[config.mk]
export PLATFORM = sky130hd
export DESIGN_NAME = mult_hilo_seq
export DESIGN_NICKNAME = d
export VERILOG_FILES = /design/src/rtl/mult_hilo_seq_pkg.sv /design/src/rtl/mult_hilo_seq_u16.sv /design/src/rtl/mult_hilo_seq.sv
export SDC_FILE = /design/constraint.sdc
export NUM_CORES = 2
export LEC_CHECK = 0
export BUFFER_PORTS_ARGS = -buffer_cell sky130_fd_sc_hd__buf_2
export CAP_MARGIN = 5
export CORE_UTILIZATION = 35
export CTS_BUF_LIST = sky130_fd_sc_hd__clkbuf_16
export DETAILED_ROUTE_END_ITERATION = 10
export SLEW_MARGIN = 20
export SYNTH_ARGS = -nofsm -noshare
export SYNTH_HDL_FRONTEND = slang
export SYNTH_SLANG_ARGS = --single-unit
[constraint.sdc]
create_clock -name clk -period 12.3 [get_ports clk]
set_input_delay 2.46 -clock clk [delete_from_list [all_inputs] [get_ports clk]]
set_output_delay 2.46 -clock clk [all_outputs]
set_load 0.02 [all_outputs]
[src/rtl/mult_hilo_seq_pkg.sv]
`default_nettype none
// +------------------------------------------------------------------------+
// | Module : mult_hilo_seq_pkg                                              |
// | Desc   : Shared FSM state encoding, step constants and partial-product  |
// |          shift amounts for the sequential HI/LO multiply unit.          |
// | Rev    : 1.0  initial release                                           |
// +------------------------------------------------------------------------+
package mult_hilo_seq_pkg;

  // Controller states
  typedef enum logic [1:0] {
    ST_IDLE = 2'd0,
    ST_MUL  = 2'd1,
    ST_FIX  = 2'd2
  } state_t;

  // Half-pair step order: {A-half, B-half} with 0 = low half, 1 = high half
  localparam logic [1:0] STEP_LL = 2'd0;  // AL*BL
  localparam logic [1:0] STEP_LH = 2'd1;  // AL*BH
  localparam logic [1:0] STEP_HL = 2'd2;  // AH*BL
  localparam logic [1:0] STEP_HH = 2'd3;  // AH*BH

  // Left shift applied to each 32-bit half-pair product before accumulation
  localparam logic [5:0] SHIFT_LO  = 6'd0;
  localparam logic [5:0] SHIFT_MID = 6'd16;
  localparam logic [5:0] SHIFT_HI  = 6'd32;

  // Map a step index onto the weight of its half-pair product
  function automatic logic [5:0] step_shift(input logic [1:0] step);
    logic [5:0] sh;
    case (step)
      STEP_LL: sh = SHIFT_LO;
      STEP_HH: sh = SHIFT_HI;
      default: sh = SHIFT_MID;
    endcase
    return sh;
  endfunction

endpackage
`default_nettype wire

[src/rtl/mult_hilo_seq_u16.sv]
`default_nettype none
// +------------------------------------------------------------------------+
// | Module : mult_hilo_seq_u16                                              |
// | Desc   : Unsigned 16x16 -> 32 product built from a signed 16x16 core.   |
// |          The signed result is corrected by adding back the weight of   |
// |          each operand's top bit: P = S + ((a15?b:0)+(b15?a:0))<<16.    |
// | Rev    : 1.0  initial release                                           |
// +------------------------------------------------------------------------+
module mult_hilo_seq_u16 #(
  parameter int HALF_W = 16
) (
  input  logic [HALF_W-1:0]   i_a,
  input  logic [HALF_W-1:0]   i_b,
  output logic [2*HALF_W-1:0] o_p
);

  logic [2*HALF_W-1:0] w_a_sx;
  logic [2*HALF_W-1:0] w_b_sx;
  logic [2*HALF_W-1:0] w_s;
  logic [2*HALF_W-1:0] w_corr;

  // Signed multiplier core: low 2*HALF_W bits of the sign-extended product
  assign w_a_sx = {{HALF_W{i_a[HALF_W-1]}}, i_a};
  assign w_b_sx = {{HALF_W{i_b[HALF_W-1]}}, i_b};
  assign w_s    = w_a_sx * w_b_sx;

  // Unsigned correction term; anything above bit 2*HALF_W-1 drops out
  assign w_corr = (i_a[HALF_W-1] ? {{HALF_W{1'b0}}, i_b} : '0)
                + (i_b[HALF_W-1] ? {{HALF_W{1'b0}}, i_a} : '0);

  assign o_p = w_s + (w_corr << HALF_W);

endmodule
`default_nettype wire

[src/rtl/mult_hilo_seq.sv]
`default_nettype none
// +------------------------------------------------------------------------+
// | Module : mult_hilo_seq                                                  |
// | Desc   : Multi-cycle 32x32 mult/multu unit owning HI/LO. One 16x16     |
// |          half-pair per cycle over four cycles, then a sign-fix cycle   |
// |          that writes {HI,LO}. Result visible 5 cycles after start.     |
// |          Optional macro MULT_MADD_EN: madd/maddu accumulate into       |
// |          {HI,LO}; without it the madd input is ignored.                |
// | Rev    : 1.0  initial release                                           |
// +------------------------------------------------------------------------+
module mult_hilo_seq
  import mult_hilo_seq_pkg::*;
#(
  parameter int DATA_W = 32
) (
  input  logic              clk,
  input  logic              rst_n,
  input  logic              start,
  input  logic              is_signed,
  input  logic              madd,
  input  logic [DATA_W-1:0] rs_val,
  input  logic [DATA_W-1:0] rt_val,
  input  logic              hi_we,
  input  logic              lo_we,
  input  logic [DATA_W-1:0] wdata,
  output logic              busy,
  output logic              done,
  output logic [DATA_W-1:0] hi,
  output logic [DATA_W-1:0] lo
);

  localparam int HALF_W = DATA_W / 2;

  state_t              r_state;
  logic [1:0]          r_step;
  logic [DATA_W-1:0]   r_a;
  logic [DATA_W-1:0]   r_b;
  logic                r_neg;
  logic [2*DATA_W-1:0] r_acc;
  logic [DATA_W-1:0]   r_hi;
  logic [DATA_W-1:0]   r_lo;
  logic                r_busy;
  logic                r_done;

  logic [DATA_W-1:0]   w_rs_mag;
  logic [DATA_W-1:0]   w_rt_mag;
  logic [HALF_W-1:0]   w_a_half;
  logic [HALF_W-1:0]   w_b_half;
  logic [DATA_W-1:0]   w_pp;
  logic [2*DATA_W-1:0] w_pp_shifted;
  logic [2*DATA_W-1:0] w_prod;
  logic [2*DATA_W-1:0] w_result;
  logic                w_madd_q;

  // Operand magnitudes; 0x8000_0000 negates to itself and is read as unsigned
  assign w_rs_mag = (is_signed && rs_val[DATA_W-1]) ? (~rs_val + 1'b1) : rs_val;
  assign w_rt_mag = (is_signed && rt_val[DATA_W-1]) ? (~rt_val + 1'b1) : rt_val;

  // Half selection: step bit 1 picks the A half, step bit 0 picks the B half
  assign w_a_half = r_step[1] ? r_a[DATA_W-1:HALF_W] : r_a[HALF_W-1:0];
  assign w_b_half = r_step[0] ? r_b[DATA_W-1:HALF_W] : r_b[HALF_W-1:0];

  mult_hilo_seq_u16 #(
    .HALF_W (HALF_W)
  ) u_u16 (
    .i_a (w_a_half),
    .i_b (w_b_half),
    .o_p (w_pp)
  );

  assign w_pp_shifted = {{DATA_W{1'b0}}, w_pp} << step_shift(r_step);

  // Sign fix of the magnitude product, optionally accumulated onto {HI,LO}
  assign w_prod   = r_neg ? (~r_acc + 1'b1) : r_acc;
  assign w_result = w_prod + (w_madd_q ? {r_hi, r_lo} : '0);

`ifdef MULT_MADD_EN
  logic r_madd;
  assign w_madd_q = r_madd;

  // madd request captured with the operands at start
  always_ff @(posedge clk or negedge rst_n) begin
    if (!rst_n) begin
      r_madd <= 1'b0;
    end else if (r_state == ST_IDLE && start) begin
      r_madd <= madd;
    end
  end
`else
  logic w_unused_madd;
  assign w_unused_madd = madd;
  assign w_madd_q      = 1'b0;
`endif

  // Controller: operand capture, four accumulate steps, sign fix and HI/LO writes
  always_ff @(posedge clk or negedge rst_n) begin
    if (!rst_n) begin
      r_state <= ST_IDLE;
      r_step  <= STEP_LL;
      r_a     <= '0;
      r_b     <= '0;
      r_neg   <= 1'b0;
      r_acc   <= '0;
      r_hi    <= '0;
      r_lo    <= '0;
      r_busy  <= 1'b0;
      r_done  <= 1'b0;
    end else begin
      r_done <= 1'b0;
      case (r_state)
        ST_IDLE: begin
          if (start) begin
            // start has priority; a same-edge mthi/mtlo is dropped
            r_a     <= w_rs_mag;
            r_b     <= w_rt_mag;
            r_neg   <= is_signed & (rs_val[DATA_W-1] ^ rt_val[DATA_W-1]);
            r_acc   <= '0;
            r_step  <= STEP_LL;
            r_busy  <= 1'b1;
            r_state <= ST_MUL;
          end else begin
            if (hi_we) r_hi <= wdata;
            if (lo_we) r_lo <= wdata;
          end
        end
        ST_MUL: begin
          r_acc  <= r_acc + w_pp_shifted;
          r_step <= r_step + 2'd1;
          if (r_step == STEP_HH) begin
            r_state <= ST_FIX;
          end
        end
        ST_FIX: begin
          {r_hi, r_lo} <= w_result;
          r_done       <= 1'b1;
          r_busy       <= 1'b0;
          r_state      <= ST_IDLE;
        end
        default: begin
          r_busy  <= 1'b0;
          r_state <= ST_IDLE;
        end
      endcase
    end
  end

  assign busy = r_busy;
  assign done = r_done;
  assign hi   = r_hi;
  assign lo   = r_lo;

endmodule
`default_nettype wire

# After elaboration in Yosys (flattened, before gate mapping)
# Index checks and enable logic that the tools add are counted.
# word_totals
regBits	199
in_bits	103
output_inout_bits	66
wordCells	69
# classes
n_addsub	7
multipliers	1
n_eq_ne	8
shift	1
mux	24
bitwise_logic	6
reduce_logical	12
# ops
operator	n
$mux W32	6
$mux W64	2
$pmux W32 S2	2
$pmux W64 S2	1
$add A32 B1 Y32 const B	2
$add A64 B1 Y64 const B	1
$add A64 B64 Y64	1
$mux W16	4
$not A32 Y32	2
$not A64 Y64	1
$shl A32 B6 Y64	1
$add A32 B32 Y32	1
$mul A16 B16 Y32	1
$add A16 B16 Y16	1
$pmux W6 S2	1
$ne A2 B2 Y1 const B	5
$pmux W2 S2	2
$reduce_and A2 Y1	4
$mux W2	3
$reduce_and A3 Y1	2
$eq A2 B2 Y1 const B	2
$logic_not A2 Y1	2
$reduce_bool A2 Y1	2
$add A2 B1 Y2 const B	1
other kinds (7)	9

# Depth between registers and ports, before layout
# logic_depth
depth_word	7
ltp_mapped	44
depth_no_buf	42

# Cells and area by module
# A second synthesis with hierarchy kept.
# unflattened
cells_unflattened	3091
area_unflattened_um2	26008.7
# modules_own_cells
module	instances	cells_per_inst	area_each_um2	seq_area_each_um2
mult_hilo_seq	1	1840	14931.8	4979.8
mult_hilo_seq_u16	1	1251	11076.9	0.0

# Worst setup path before layout
# OpenSTA, ideal clock, no wires.
# synth_path
path_type	reg2reg
startpoint	register r_step[0]
endpoint	register r_acc[56]
setup_time_ps	83
arrival_ps	9955
required_time_ps	12217
setup_slack_ps	2262
stages_incl_launch_ff	41
n_path_buf	2
period_less_slack_ps	10038
path_cell_list	dfrtp_1 > clkbuf_1 > buf_1 > mux2_2 > nand2_1 > inv_1 > fa_1 > a21o_1 > a21oi_1 > o21bai_1 > a21oi_1 > o21bai_1 > a21oi_1 > o21bai_1 > a2111oi_0 > o31ai_1 > a21oi_1 > xor2_1 > [5 not listed] > xnor2_1 > xnor2_1 > xnor2_1 > o311ai_0 > nor3_1 > xnor2_1 > mux2i_1 > nor2b_1 > ha_1 > nand2_1 > nor2_1 > nand2_1 > o41ai_1 > a31oi_1 > o41ai_1 > a41oi_1 > xor2_1 > o21ai_0
# synth_between
elab_chain_cells	7
word_cells_on_any_way	12
classes_between	add/sub (3); mul (1); eq/ne (1); shift (1); mux (5); reduce/logical (1)
# synth_rtl
element	line_no	source
from (decl)	mult_hilo_seq.sv:35	logic [1:0] r_step;
from (signal assigned)	mult_hilo_seq.sv:128	r_step <= r_step + 2'd1;
branches (longest 4 deep; another with $mul A16 B16 Y32)	-	
$shl A32 B6 Y64 *	mult_hilo_seq.sv:71	assign w_pp_shifted = {{DATA_W{1'b0}}, w_pp} << step_shift(r_step);
$add A64 B64 Y64 *	mult_hilo_seq.sv:127	r_acc <= r_acc + w_pp_shifted;
$pmux W64 S2 *	mult_hilo_seq.sv:110	case (r_state)
to (signal assigned)	mult_hilo_seq.sv:127	
to (decl)	mult_hilo_seq.sv:39	logic [2*DATA_W-1:0] r_acc;
# Every way passes the cells marked *.
# A chain may end at the register's enable or synchronous reset.

# Worst setup path after layout
# layout_path
startpoint	register r_step[0]
endpoint	register r_acc[57]
# The elaborated chain is that of the path after synthesis.

==> flow_metrics.tcl <==
set metrics [dict create \
    die_area_mm2 0.0744 \
    status "completed" \
    timing.final.crit_share_pct 91.3 \
    synthCells 3044 \
    numCtsBuffers 17 \
    muxShareOfSynthArea_pct 2.95 \
    gr-total-overflow 0 \
    synth-main-ff-cell "dfrtp_1" \
    rr_endpoint "r_acc[57]" \
    clock_path_buffers 2 \
    placed_area_mm2 0.0276 \
    grt_pass1_vias 21154 \
    max_stage_delay_ns 0.67 \
    antenna_found_initial 0 \
    areaGrowthSynthToFinish_pct 10.1 \
    postCtsSetupRepairBufs 0 \
    fin_worst_skew_ns 0.0212 \
    cts-root-buf "clkbuf_16" \
    yosysUniqueCellTypes 73 \
    post-route-drc-count 0 \
    drt_iter0_drc 1318 \
    synth_top_area_share_pct 21.7 \
    start_util_pct 35.6 \
    max_freq_mhz 89.0 \
    crit_fanout 7 \
    synth_compound_area_share_pct 16.3 \
    hold_slack_ns 0.477 \
    clkTransAtPathRegs_ns 0.10 \
    ctsHoldBuffers 0 \
    place.gp.congestion 0.933 \
    antennaDiodeCount 0 \
    clkSinkCount 199 \
    grt_max_degree 106 \
    endpoint_kind "flip-flop" \
    place_ws_ns 1.09 \
    fill_cells 7383 \
    firstDrtPassIters 5 \
    setup_violations 0 \
    max_slew.worst_pin.slew_ns 1.11 \
    setup_total_negative_slack_ns 0 \
    startpoint "r_step[0]" \
    drive_gt1_share_pct 10.1 \
    synthesis.area_mm2 0.0257 \
    rrSetupSlack_ns 1.06 \
    fp.dieW_um 273 \
    grt_pass1_wl_um 119000 \
    synth_xor_area_share_pct 7.99 \
    port_buffers 167 \
    dp_hpwl_um 60700 \
    crit_end "r_acc[57]" \
    hold_class "reg2reg" \
    hold_viol_final 0 \
    synth_nets 3586 \
    ff2ff_path_depth 39 \
    synth_edf_count 0 \
    crit_type "reg2reg" \
    layout_common_cells "nand2_1, inv_1, nor2_1" \
    coreArea_mm2 0.0720 \
    ys_warn_count 0 \
    slew_headroom_pct 25.7 \
    synth_area_leader_cell "fa_1" \
    cp.arrival_ns 11.59 \
    synth_top_family_by_area "adder cells" \
    synthTopCellsByArea "fa_1, dfrtp_1, ha_1" \
    required_ns 12.66 \
    wl_per_cell_um 18.2 \
    maxCapViolCount 0 \
    async_flop_share_pct 100 \
    rsz0062_at_grt "no" \
    start_kind "flip-flop" \
    period_minus_slack_ns 11.24 \
    routed_wirelength_um 74900 \
    setup_slack_ns 1.06 \
    die_h_um 273 \
    final_common_cell "nand2_1" \
    ys_seq_area_share_pct 19.4 \
    synthSimpleGateAreaFrac_pct 16.6 \
    vias 21176 \
    post_cts_resized 0 \
    via_per_inst 5.15 \
    syn_area_per_cell_um2 8.43 \
    final_cell_area_mm2 0.0282 \
    h-tree-depth 4 \
    synth_fa_ha_area_share_pct 29.5 \
    drv_slew 0 \
    track_usage_pct 20.4 \
    ios 169 \
    rows 98 \
    antenna_left 0 \
    synth-seq-cells 199 \
    cp_slowest_cell "dfrtp_1" \
    clk_latency_ns 0.50 \
    cts_tree "yes" \
    r2r-start "r_step[0]" \
    nets 3692 \
]
-- cell families (layout without fill, tap and decap cells) --
group | count (synthesis) | after routing
adder cells (fa/ha/maj) | 439 | 439
buffers and inverters | 492 | 611
XOR/XNOR | 234 | 234
multiplexers | 72 | 72
AND/OR/NAND/NOR | 954 | 954
AO/OA/AOI/OAI | 654 | 654
flip-flops | 199 | 199
-- layer usage --
layer | global-route usage (%) | wire (um)
met5 | 0 | 0
met4 | 6.28 | 2110
met3 | 2.78 | 3650
met2 | 34.2 | 35000
met1 | 27.3 | 34100
-- critical path, delay by kind of cell (launching register included) --
kind                       cells  cell delay (ns)
DFF                            1             0.67
xor gates and xnor gates       7             1.30
muxes                          2             0.60
AOI/OAI and AO/OA             19             4.68
adders and majority gates      7             3.02
and+or+nand+nor                4             0.83
-- registers in the layout, summed over array words and instances (netlist names) --
signal,count
hi,32
busy,1
r_state,2
r_a,32
done,1
r_neg,1
r_step,2
lo,32
r_acc,64
r_b,32
-- Yosys cell counts (12+ instances only) --
cell      instances
or4_1            12
o21bai_1         23
or2_2            15
o21ai_0         204
nor2_1          317
xnor2_1         131
mux2_2           28
xor2_1          103
o31ai_1          65
fa_1            278
nand4_1          14
and2_1           27
inv_1           367
dfrtp_1         199
clkbuf_1        113
nor2b_1          31
o41ai_1          14
or3_1            26
nor3_1           31
nand3_1          36
a211oi_1         20
a21oi_1         123
o21a_1           20
nand2_1         372
a21o_1           78
a31oi_1          23
nand2b_1         29
ha_1            161
mux2i_1          44
-- layout make-up --
cell class	instances	area (um^2)	area share [%]
timing repair buffer	211	1170	4.16
clock buffer	17	425	1.51
sequential	199	4980	17.6
multi-input combinational	2353	18900	66.9
clock inverter	15	208	0.735
inverter	368	1380	4.89
tap	950	1190	4.21
-- through the flow --
step	cells	util, %
3_5_place_dp	4081	38.4
2_1_floorplan	3044	-
3_3_place_gp	4081	38.4
6_report	4113	39.2
4_1_cts	4113	39.2
5_1_grt	4113	39.2
-- how the worst min path moves through the flow --
stage	from	depth (start not counted)	endpoint	slack [ns]
floorplan	r_b[31]	2	r_b[31]	0.45
global placement	hi[8]	1	hi[8]	0.45
detailed placement	lo[8]	1	lo[8]	0.46
CTS	lo[8]	1	lo[8]	0.48
global route	lo[8]	1	lo[8]	0.50
finish	lo[8]	1	lo[8]	0.48
Power is left out: the tool's default activity adds up to more than one toggle a clock period on the data nets, which glitch-free logic cannot reach.
